File: src/rtl/elevator_scan_ctrl.sv
// SCAN elevator controller: keeps travelling in one direction while requests lie ahead, then reverses.
// Requests are accepted every cycle with no backpressure; decisions take effect on the strobe edge.
module elevator_scan_ctrl #(
  parameter int FLOORS        = 4,
  parameter int FLOOR_W       = 2,
  parameter int TRAVEL_CYCLES = 4,
  parameter int DOOR_CYCLES   = 3
) (
  input  logic               clk,
  input  logic               rst,
  input  logic               req_valid,
  input  logic [FLOOR_W-1:0] req_floor,
  input  logic               door_hold,
  output logic [FLOOR_W-1:0] current_floor,
  output logic               moving_up,
  output logic               moving_down,
  output logic               door_open,
  output logic [FLOORS-1:0]  pending,
  output logic               busy
);

  typedef enum logic [1:0] {IDLE, MOVE_UP, MOVE_DOWN, DOOR_OPEN} state_t;

  state_t      state;
  logic [7:0]  trav_cnt;
  logic [7:0]  door_cnt;
  logic        last_up;

  logic               req_ok;
  logic               req_here;
  logic [FLOORS-1:0]  req_mask;
  logic [FLOORS-1:0]  pend_in;
  logic [FLOOR_W-1:0] arr_floor;
  logic               here_hit;
  logic               any_up;
  logic               any_dn;
  logic               arr_hit;
  logic               arr_more;

  function automatic logic any_above(input logic [FLOORS-1:0] p, input logic [FLOOR_W-1:0] f);
    any_above = 1'b0;
    for (int k = 0; k < FLOORS; k++)
      if (k > int'(f) && p[k]) any_above = 1'b1;
  endfunction

  function automatic logic any_below(input logic [FLOORS-1:0] p, input logic [FLOOR_W-1:0] f);
    any_below = 1'b0;
    for (int k = 0; k < FLOORS; k++)
      if (k < int'(f) && p[k]) any_below = 1'b1;
  endfunction

  function automatic logic [FLOORS-1:0] floor_bit(input logic [FLOOR_W-1:0] f);
    floor_bit = '0;
    for (int k = 0; k < FLOORS; k++)
      if (k == int'(f)) floor_bit[k] = 1'b1;
  endfunction

  always_comb begin
    req_ok   = req_valid && (int'(req_floor) < FLOORS);
    req_here = req_ok && (req_floor == current_floor);
    req_mask = '0;
    // A car already parked or open at the requested floor serves it without latching a bit.
    if (req_ok && !(req_here && (state == IDLE || state == DOOR_OPEN)))
      req_mask = floor_bit(req_floor);
    pend_in   = pending | req_mask;
    arr_floor = (state == MOVE_UP) ? current_floor + 1'b1 : current_floor - 1'b1;
    here_hit  = |(pend_in & floor_bit(current_floor));
    any_up    = any_above(pend_in, current_floor);
    any_dn    = any_below(pend_in, current_floor);
    arr_hit   = |(pend_in & floor_bit(arr_floor));
    arr_more  = (state == MOVE_UP) ? any_above(pend_in, arr_floor)
                                   : any_below(pend_in, arr_floor);
  end

  always_ff @(posedge clk or negedge rst) begin
    if (!rst) begin
      state         <= IDLE;
      current_floor <= '0;
      pending       <= '0;
      trav_cnt      <= '0;
      door_cnt      <= '0;
      last_up       <= 1'b1;
    end else begin
      pending <= pend_in;
      case (state)
        IDLE: begin
          if (req_here) begin
            state    <= DOOR_OPEN;
            door_cnt <= '0;
          end else if (here_hit) begin
            state    <= DOOR_OPEN;
            door_cnt <= '0;
            pending  <= pend_in & ~floor_bit(current_floor);
          end else if (any_up && any_dn) begin
            state    <= last_up ? MOVE_UP : MOVE_DOWN;
            trav_cnt <= '0;
          end else if (any_up) begin
            state    <= MOVE_UP;
            last_up  <= 1'b1;
            trav_cnt <= '0;
          end else if (any_dn) begin
            state    <= MOVE_DOWN;
            last_up  <= 1'b0;
            trav_cnt <= '0;
          end
        end
        MOVE_UP, MOVE_DOWN: begin
          if (trav_cnt == 8'(TRAVEL_CYCLES - 1)) begin
            trav_cnt      <= '0;
            current_floor <= arr_floor;
            if (arr_hit) begin
              state    <= DOOR_OPEN;
              door_cnt <= '0;
              pending  <= pend_in & ~floor_bit(arr_floor);
            end else if (!arr_more) begin
              state <= IDLE;
            end
          end else begin
            trav_cnt <= trav_cnt + 1'b1;
          end
        end
        DOOR_OPEN: begin
          if (door_hold || req_here) begin
            door_cnt <= '0;
          end else if (door_cnt == 8'(DOOR_CYCLES - 1)) begin
            state    <= IDLE;
            door_cnt <= '0;
          end else begin
            door_cnt <= door_cnt + 1'b1;
          end
        end
        default: state <= IDLE;
      endcase
    end
  end

  assign moving_up   = (state == MOVE_UP);
  assign moving_down = (state == MOVE_DOWN);
  assign door_open   = (state == DOOR_OPEN);
  assign busy        = (state != IDLE) || (|pending);

endmodule

File: config.mk
export PLATFORM = sky130hd
export DESIGN_NAME = elevator_scan_ctrl
export DESIGN_NICKNAME = d
export VERILOG_FILES = /design/src/rtl/elevator_scan_ctrl.sv
export SDC_FILE = /design/constraint.sdc
export NUM_CORES = 1
export LEC_CHECK = 0
export BUFFER_PORTS_ARGS = -buffer_cell sky130_fd_sc_hd__clkbuf_2
export CAP_MARGIN = 20
export CORE_MARGIN = 1
export CORE_UTILIZATION = 55
export CTS_CLUSTER_SIZE = 8
export DETAILED_ROUTE_END_ITERATION = 10
export PLACE_DENSITY = 0.76
export SETUP_SLACK_MARGIN = 0.3
export SYNTH_ARGS = -nofsm -noshare
export SYNTH_HDL_FRONTEND = slang
export SYNTH_SLANG_ARGS = --single-unit
File: constraint.sdc
create_clock -name clk -period 7.1 [get_ports clk]
set_input_delay 0.71 -clock clk [delete_from_list [all_inputs] [get_ports clk]]
set_output_delay 0.71 -clock clk [all_outputs]
set_load 0.005 [all_outputs]
==> reports/qor.json, run 1 <==
{
  "post_cts.repair.setup_buffers": {"value": 0},
  "most_common_cell_after_layout_fill_and_taps_aside": {"value": "sky130_fd_sc_hd__dfrtp_1"},
  "fin_tns_setup": {"value": 0, "unit": "ns"},
  "ctsResizeCount": {"value": 0},
  "final_number_of_max_transition_violations": {"value": 0},
  "cts_made_buffers": {"value": 3},
  "ant_nets": {"value": 0},
  "max_freq": {"value": 0.318, "unit": "GHz"},
  "hp_class": {"value": "in2async"},
  "yosysWarnings": {"value": 0},
  "crit_path_slowest_cell": {"value": "sky130_fd_sc_hd__dfrtp_1"},
  "reg2regPathDepth": {"value": 8},
  "synth_fp_nets": {"value": 233},
  "synthToLayoutAreaGrowth": {"value": 5.79, "unit": "%"},
  "critical_path.reg2reg.endpoint": {"value": "door_cnt[6]"},
  "number_of_nets_in_the_layout": {"value": 247},
  "flip_flop_and_latch_count_after_synthesis": {"value": 25},
  "finalHoldViolCount": {"value": 0},
  "globalplace.congestion": {"value": 1.01},
  "clk-insertion-delay-late": {"value": 0.34, "unit": "ns"},
  "worst-path-max-fanout": {"value": 17},
  "critical_path_buf_inv_count": {"value": 1},
  "design.core.area": {"value": 3340, "unit": "sq um"},
  "finalNonFillerCells": {"value": 273},
  "floorplan.die.width": {"value": 61.2, "unit": "microns"},
  "global_route.usage.total": {"value": 0.232},
  "pwr_density": {"value": 436, "unit": "nW/um^2"},
  "worst_clock_skew": {"value": 0.0217, "unit": "ns"},
  "place.detailed.hpwl": {"value": 3.07, "unit": "mm"},
  "commonest_cells_after_routing_fill_and_taps_aside": {"value": "sky130_fd_sc_hd__dfrtp_1, sky130_fd_sc_hd__nand2_1, sky130_fd_sc_hd__clkbuf_2, sky130_fd_sc_hd__o21ai_1, sky130_fd_sc_hd__ha_1"},
  "first_global_vias": {"value": 1438},
  "initial_utilization": {"value": 0.577},
  "cpPeakStageDelay": {"value": 0.73, "unit": "ns"},
  "final_core_util": {"value": 0.610},
  "cp_top_family": {"value": "simple AND/OR/NAND/NOR gates"},
  "worst_pin_slew": {"value": 0.604, "unit": "ns"},
  "critical_path_cell_by_cell": {"value": "inv_1, ha_1, xnor2_1, mux4_2, nand2_2, nand3_2, or4_1, o211ai_1"},
  "grt-ovfl-total": {"value": 0},
  "synth-seq-area-share": {"value": 0.326},
  "grt_first_pass_wirelength": {"value": 6.51, "unit": "mm"},
  "edff_count_synth": {"value": 0},
  "maximum_number_of_pins_on_one_net_before_global_route_repair": {"value": 26},
  "cp-start-kind": {"value": "flop"},
  "unrepaired_setup_endpoints_after_global_routing": {"value": "false"},
  "tritoncts_num_sinks": {"value": 25},
  "cts_root_buffer": {"value": "sky130_fd_sc_hd__clkbuf_4"},
  "slew_headroom": {"value": 0.598},
  "synth.distinct_cells": {"value": 60},
  "final_layout_size_suffix_gt1_frac": {"value": 0.159},
  "clockBufferDepth": {"value": 2},
  "numPortBuffers": {"value": 15},
  "report.final.setup_viol": {"value": 0},
  "die_area": {"value": 3740, "unit": "sq um"},
  "drt_iter0_markers": {"value": 114},
  "critPathKind": {"value": "reg2reg"},
  "fp-row-count": {"value": 21},
  "htreeDepth": {"value": 1},
  "antenna_found_initial": {"value": 0},
  "io-pin-count": {"value": 16},
  "regToRegSetupSlack": {"value": 3.95, "unit": "ns"},
  "worst_setup_hold_path_clk_slew": {"value": 0.15, "unit": "ns"},
  "routed_wl": {"value": 4.04, "unit": "mm"},
  "routed-via-count": {"value": 1642},
  "cts_tree": {"value": "yes"},
  "synth.cell_area": {"value": 1920, "unit": "sq um"},
  "reg2reg_from": {"value": "current_floor[0]"},
  "hold_buffers": {"value": 0},
  "crit_path_end_kind": {"value": "flop"},
  "syn_area_per_cell": {"value": 8.99, "unit": "sq um"},
  "final.hold.worst_slack": {"value": 0.343, "unit": "ns"},
  "remaining_drc_errors": {"value": 0},
  "wp_data_required": {"value": 7.37, "unit": "ns"},
  "floorplan.die.height": {"value": 61.2, "unit": "microns"},
  "max-vdd-ir-drop": {"value": 0.278, "unit": "mV"},
  "drt-wirelength-per-cell": {"value": 14.8, "unit": "microns"},
  "async_reset_ff_frac": {"value": 1.00},
  "dominantRegCellSynth": {"value": "sky130_fd_sc_hd__dfrtp_1"},
  "antenna_diode_count": {"value": 0},
  "final_min_period_over_clock_period": {"value": 0.443},
  "outcome": {"value": "finished, final reports clean"},
  "total_leakage_power": {"value": 0.905, "unit": "nW"},
  "drt_pass1_iterations": {"value": 4},
  "finalWorstPathRequiredPeriod": {"value": 3.15, "unit": "ns"},
  "routed_via_density": {"value": 6.01},
  "cap_viol_max_count": {"value": 0},
  "synthCells": {"value": 214},
  "dpl.cell_count": {"value": 269},
  "critical_path_arrival": {"value": 3.41, "unit": "ns"},
  "p_total": {"value": 0.888, "unit": "mW"}
}
state kept, by name, summed over array words and instances (netlist names):
register / cells
trav_cnt: 8
door_cnt: 8
current_floor: 2
last_up: 1
pending: 4
state: 2
per-stage QoR:
stage                     setup slack, ns  instance area, sq um
final                                3.95                  2040
after CTS                            3.97                  2040
after floorplan                      4.44                  1920
after detailed placement             3.99                  2010
after global placement               4.12                  2010
after global routing                 3.74                  2040
synthesized netlist by cell type, types with 4 or more instances:
library cell / n / area share
sky130_fd_sc_hd__nand2b_1: 4 / 0.013
sky130_fd_sc_hd__and3_1: 5 / 0.016
sky130_fd_sc_hd__nor2_1: 10 / 0.020
sky130_fd_sc_hd__xnor2_1: 5 / 0.023
sky130_fd_sc_hd__nand2_1: 23 / 0.045
sky130_fd_sc_hd__inv_1: 11 / 0.021
sky130_fd_sc_hd__o21ai_0: 12 / 0.031
sky130_fd_sc_hd__nand3_1: 10 / 0.026
sky130_fd_sc_hd__dfrtp_1: 24 / 0.31
sky130_fd_sc_hd__ha_1: 13 / 0.085
sky130_fd_sc_hd__a31oi_1: 4 / 0.013
sky130_fd_sc_hd__or4_1: 4 / 0.016
sky130_fd_sc_hd__a21oi_1: 4 / 0.010
sky130_fd_sc_hd__o21ai_1: 14 / 0.036
sky130_fd_sc_hd__nor3_1: 4 / 0.010
sky130_fd_sc_hd__o31ai_1: 4 / 0.016
kinds of logic after synthesis:
logic type               Yosys count  synth area share
multiplexers                       3            0.0228
buffers and inverters             17            0.0481
AO/OA/AOI/OAI                     62             0.228
AND/OR/NAND/NOR                   88             0.264
adder cells (fa/ha/maj)           13            0.0845
flip-flops                        25             0.326
XOR/XNOR                           6            0.0273
power breakdown:
| part | switching, mW | internal [mW] |
|---|---|---|
| Clock | 0.0449 | 0.0216 |
| Sequential | 0.0571 | 0.179 |
| Combinational | 0.356 | 0.229 |
| Total | 0.458 | 0.429 |
worst max-delay path by stage:
| stage | from | to | slack (ns) | depth (start not counted) |
|---|---|---|---|---|
| finish | current_floor[0] | door_cnt[6] | 3.95 | 8 |
| floorplan | state[0] | state[0] | 4.44 | 10 |
| global placement | state[0] | state[0] | 4.12 | 8 |
| detailed placement | current_floor[0] | door_cnt[6] | 3.99 | 8 |
| global route | current_floor[0] | door_cnt[7] | 3.74 | 8 |
| CTS | current_floor[0] | door_cnt[6] | 3.97 | 8 |
metal layers:
layer / global-route usage / vias to the layer above / part of all wire / wire length (microns)
li1: - / 811 / - / -
met1: 0.334 / 777 / 0.48 / 1920
met2: 0.357 / 52 / 0.46 / 1880
met3: 0.0525 / 2 / 0.056 / 226
met4: 0.0487 / 0 / 0.0032 / 13
met5: 0 / - / 0 / 0
final cells by class:
cell class | count | area (sq um)
flip-flops and latches | 25 | 627
fillers | 302 | 1300
repair buffers | 15 | 75.1
clock inverters | 1 | 7.51
inverters | 11 | 41.3
well taps | 46 | 57.6
clock buffers | 3 | 22.5
multi-input cells | 172 | 1200
Note: power is estimated with default switching activity, not from simulation.
==> inputs of run 2 (changes only) <==
Clock period 7.1 ns to 2.9 ns, I/O delays scaled along.
==> reports/qor.json, run 2 (synthesis gave the netlist of run 1 again) <==
{
  "first_global_vias": {"value": 1388, "change": "-3.5%"},
  "final_layout_size_suffix_gt1_frac": {"value": 0.247, "change": "+0.0883"},
  "outcome": {"value": "finished, final reports clean"},
  "commonest_cells_after_routing_fill_and_taps_aside": {"value": "sky130_fd_sc_hd__nand2_1, sky130_fd_sc_hd__dfrtp_1, sky130_fd_sc_hd__clkbuf_2, sky130_fd_sc_hd__buf_4, sky130_fd_sc_hd__o21ai_1"},
  "drt-wirelength-per-cell": {"value": 14.5, "unit": "microns", "change": "-1.7%"},
  "p_total": {"value": 2.53, "unit": "mW", "change": "+190%"},
  "worst_setup_hold_path_clk_slew": {"value": 0.15, "unit": "ns", "change": "about the same"},
  "global_route.usage.met3": {"value": 0.0252, "change": "-0.0273"},
  "multi_input_area": {"value": 1230, "unit": "sq um", "change": "+2.5%"},
  "unrepaired_setup_endpoints_after_global_routing": {"value": "true"},
  "worstSetupStartpoint": {"value": "state[0]"},
  "pwr_density": {"value": 1160, "unit": "nW/um^2", "change": "+160%"},
  "report.final.setup_viol": {"value": 0, "change": "unchanged"},
  "global_route.usage.total": {"value": 0.236, "change": "+0.00399"},
  "number_of_nets_in_the_layout": {"value": 263, "change": "+6.5%"},
  "initial_utilization": {"value": 0.577, "change": "unchanged"},
  "io-pin-count": {"value": 16, "change": "unchanged"},
  "fin_tns_setup": {"value": 0, "unit": "ns", "change": "unchanged"},
  "final_core_util": {"value": 0.657, "change": "+0.0469"},
  "routed_wl": {"value": 4.20, "unit": "mm", "change": "+4.1%"},
  "place.detailed.hpwl": {"value": 3.03, "unit": "mm", "change": "-1.4%"},
  "synthToLayoutAreaGrowth": {"value": 13.9, "unit": "%"},
  "cp-start-kind": {"value": "flop"},
  "antenna_found_initial": {"value": 0, "change": "unchanged"},
  "final_number_of_max_transition_violations": {"value": 0, "change": "unchanged"},
  "worst_clock_skew": {"value": 0.00766, "unit": "ns", "change": "-0.0140 ns"},
  "fin_area": {"value": 2190, "unit": "sq um", "change": "+7.7%"},
  "pre_cts_ws": {"value": 0.104, "unit": "ns", "change": "-3.89 ns"},
  "drt_pass1_iterations": {"value": 4, "change": "unchanged"},
  "final.hold.worst_slack": {"value": 0.386, "unit": "ns", "change": "+0.0432 ns"},
  "fp-row-count": {"value": 21, "change": "unchanged"},
  "max-vdd-ir-drop": {"value": 0.504, "unit": "mV", "change": "+81%"},
  "post_dp_cell_area": {"value": 2070, "unit": "sq um", "change": "+3.4%"},
  "maximum_number_of_pins_on_one_net_before_global_route_repair": {"value": 26, "change": "unchanged"},
  "cts_root_buffer": {"value": "sky130_fd_sc_hd__clkbuf_4"},
  "finalNonFillerCells": {"value": 289, "change": "+5.9%"},
  "floorplan.die.height": {"value": 61.2, "unit": "microns", "change": "unchanged"},
  "worst-path-max-fanout": {"value": 6, "change": "-11"},
  "finalWorstPathRequiredPeriod": {"value": 2.62, "unit": "ns", "change": "-0.530 ns"},
  "num-fill-cells": {"value": 285, "change": "-5.6%"},
  "busiest_layer": {"value": "met1"},
  "crit_path_end_kind": {"value": "flop"},
  "htreeDepth": {"value": 1, "change": "unchanged"},
  "slew_headroom": {"value": 0.586, "change": "-0.0114"},
  "cap_viol_max_count": {"value": 0, "change": "unchanged"},
  "worst_pin_slew": {"value": 0.621, "unit": "ns", "change": "+0.0172 ns"},
  "finalWorstSetupSlack": {"value": 0.284, "unit": "ns", "change": "-3.67 ns"},
  "routed-via-count": {"value": 1685, "change": "+2.6%"},
  "total_leakage_power": {"value": 0.993, "unit": "nW", "change": "+9.8%"},
  "tritoncts_num_sinks": {"value": 25, "change": "unchanged"},
  "remaining_drc_errors": {"value": 0, "change": "unchanged"},
  "clk-insertion-delay-late": {"value": 0.33, "unit": "ns", "change": "about the same"},
  "hp_class": {"value": "in2reg"},
  "globalplace.congestion": {"value": 0.970, "change": "-3.5%"},
  "use_met1": {"value": 0.373, "change": "+0.0396"},
  "final_min_period_over_clock_period": {"value": 0.902, "change": "+0.459"},
  "numPortBuffers": {"value": 15, "change": "unchanged"},
  "max_freq": {"value": 0.382, "unit": "GHz", "change": "+20%"},
  "routed_via_density": {"value": 5.83, "change": "-3.1%"},
  "timing.hold.worst.start": {"value": "door_hold"},
  "grt_first_pass_wirelength": {"value": 6.52, "unit": "mm", "change": "+0.11%"},
  "cts_made_buffers": {"value": 3, "change": "unchanged"},
  "grt_util_met2": {"value": 0.345, "change": "-0.0124"},
  "die_area": {"value": 3740, "unit": "sq um", "change": "unchanged"},
  "top_regs": {"value": "door_cnt: 8 flops, trav_cnt: 8 flops, pending: 4 flops"},
  "clockBufferDepth": {"value": 2, "change": "unchanged"},
  "ant_nets": {"value": 0, "change": "unchanged"},
  "drt_iter0_markers": {"value": 159, "change": "+39%"},
  "ff_latch_area": {"value": 629, "unit": "sq um", "change": "+0.40%"},
  "critPathKind": {"value": "reg2reg"},
  "design.core.area": {"value": 3340, "unit": "sq um", "change": "unchanged"},
  "dpl.cell_count": {"value": 277, "change": "+3.0%"},
  "grt-ovfl-total": {"value": 0, "change": "unchanged"},
  "wp_data_required": {"value": 3.14, "unit": "ns", "change": "-4.23 ns"},
  "reg2reg_from": {"value": "state[0]"},
  "floorplan.die.width": {"value": 61.2, "unit": "microns", "change": "unchanged"},
  "cts_tree": {"value": "yes"},
  "finalHoldViolCount": {"value": 0, "change": "unchanged"},
  "antenna_diode_count": {"value": 0, "change": "unchanged"},
  "critical_path_arrival": {"value": 2.85, "unit": "ns", "change": "-0.56 ns"}
}
[run 2: cell count changes in the layout (fill, tap and decap cells not counted), moves of 2 or more]
cell,before,now
sky130_fd_sc_hd__buf_4,0,15
sky130_fd_sc_hd__dfrtp_1,24,22
sky130_fd_sc_hd__dfrtp_2,0,2
sky130_fd_sc_hd__inv_1,11,9
sky130_fd_sc_hd__inv_2,0,2
[run 2: per-layer routing]
metal / routed length [microns] / vias to the layer above / part of all wire
met4: 29 / 0 / 0.0069
met3: 176 / 4 / 0.042
li1: - / 844 / -
met5: 0 / - / 0
met1: 2180 / 787 / 0.52
met2: 1810 / 50 / 0.43
[run 2: power by group]
group / leakage (nW) / switching, mW / total, mW / internal (mW)
clock network: 0.0183 / 0.122 / 0.178 / 0.0563
logic: 0.648 / 1.00 / 1.82 / 0.817
registers: 0.326 / 0.0962 / 0.538 / 0.442
total: 0.993 / 1.22 / 2.53 / 1.31
[run 2: area by class of cell]
class | instances | area share
clock buffers | 3 | 0.0103
clock inverters | 1 | 0.00400
inverters | 11 | 0.0188
multi-input cells | 172 | 0.563
flip-flops and latches | 25 | 0.287
well taps | 46 | 0.0263
repair buffers | 31 | 0.0902
[run 2: worst max-delay path: stages (launching register included)]
cell and delay (ns):
sky130_fd_sc_hd__dfrtp_1 0.43, sky130_fd_sc_hd__inv_2 0.09, sky130_fd_sc_hd__ha_4 0.22, sky130_fd_sc_hd__or3b_1 0.35, sky130_fd_sc_hd__a21o_1 0.23, sky130_fd_sc_hd__a221oi_4 0.38
sky130_fd_sc_hd__or3b_1 0.38, sky130_fd_sc_hd__nand4_1 0.15, sky130_fd_sc_hd__mux2_4 0.31
[run 2: repair_timing]
action,CTS,global route
pin swaps,3,4
hold buffers,1,0
setup buffers,2,5
resized for setup,4,4
setup endpoints to repair,11,10
hold endpoints to repair,24,0
[run 2: path summary, 6_finish.rpt]
path,slack [ns],cells past startpoint,endpoint
worst max-delay path,0.28,8,state[0]
worst min register to register,0.49,2,last_up
worst max register to register,0.28,8,state[0]
worst min-delay path,0.39,4,state[1]
min in group asynchronous,0.47,2,pending[2]
max in group asynchronous,2.00,2,current_floor[1]
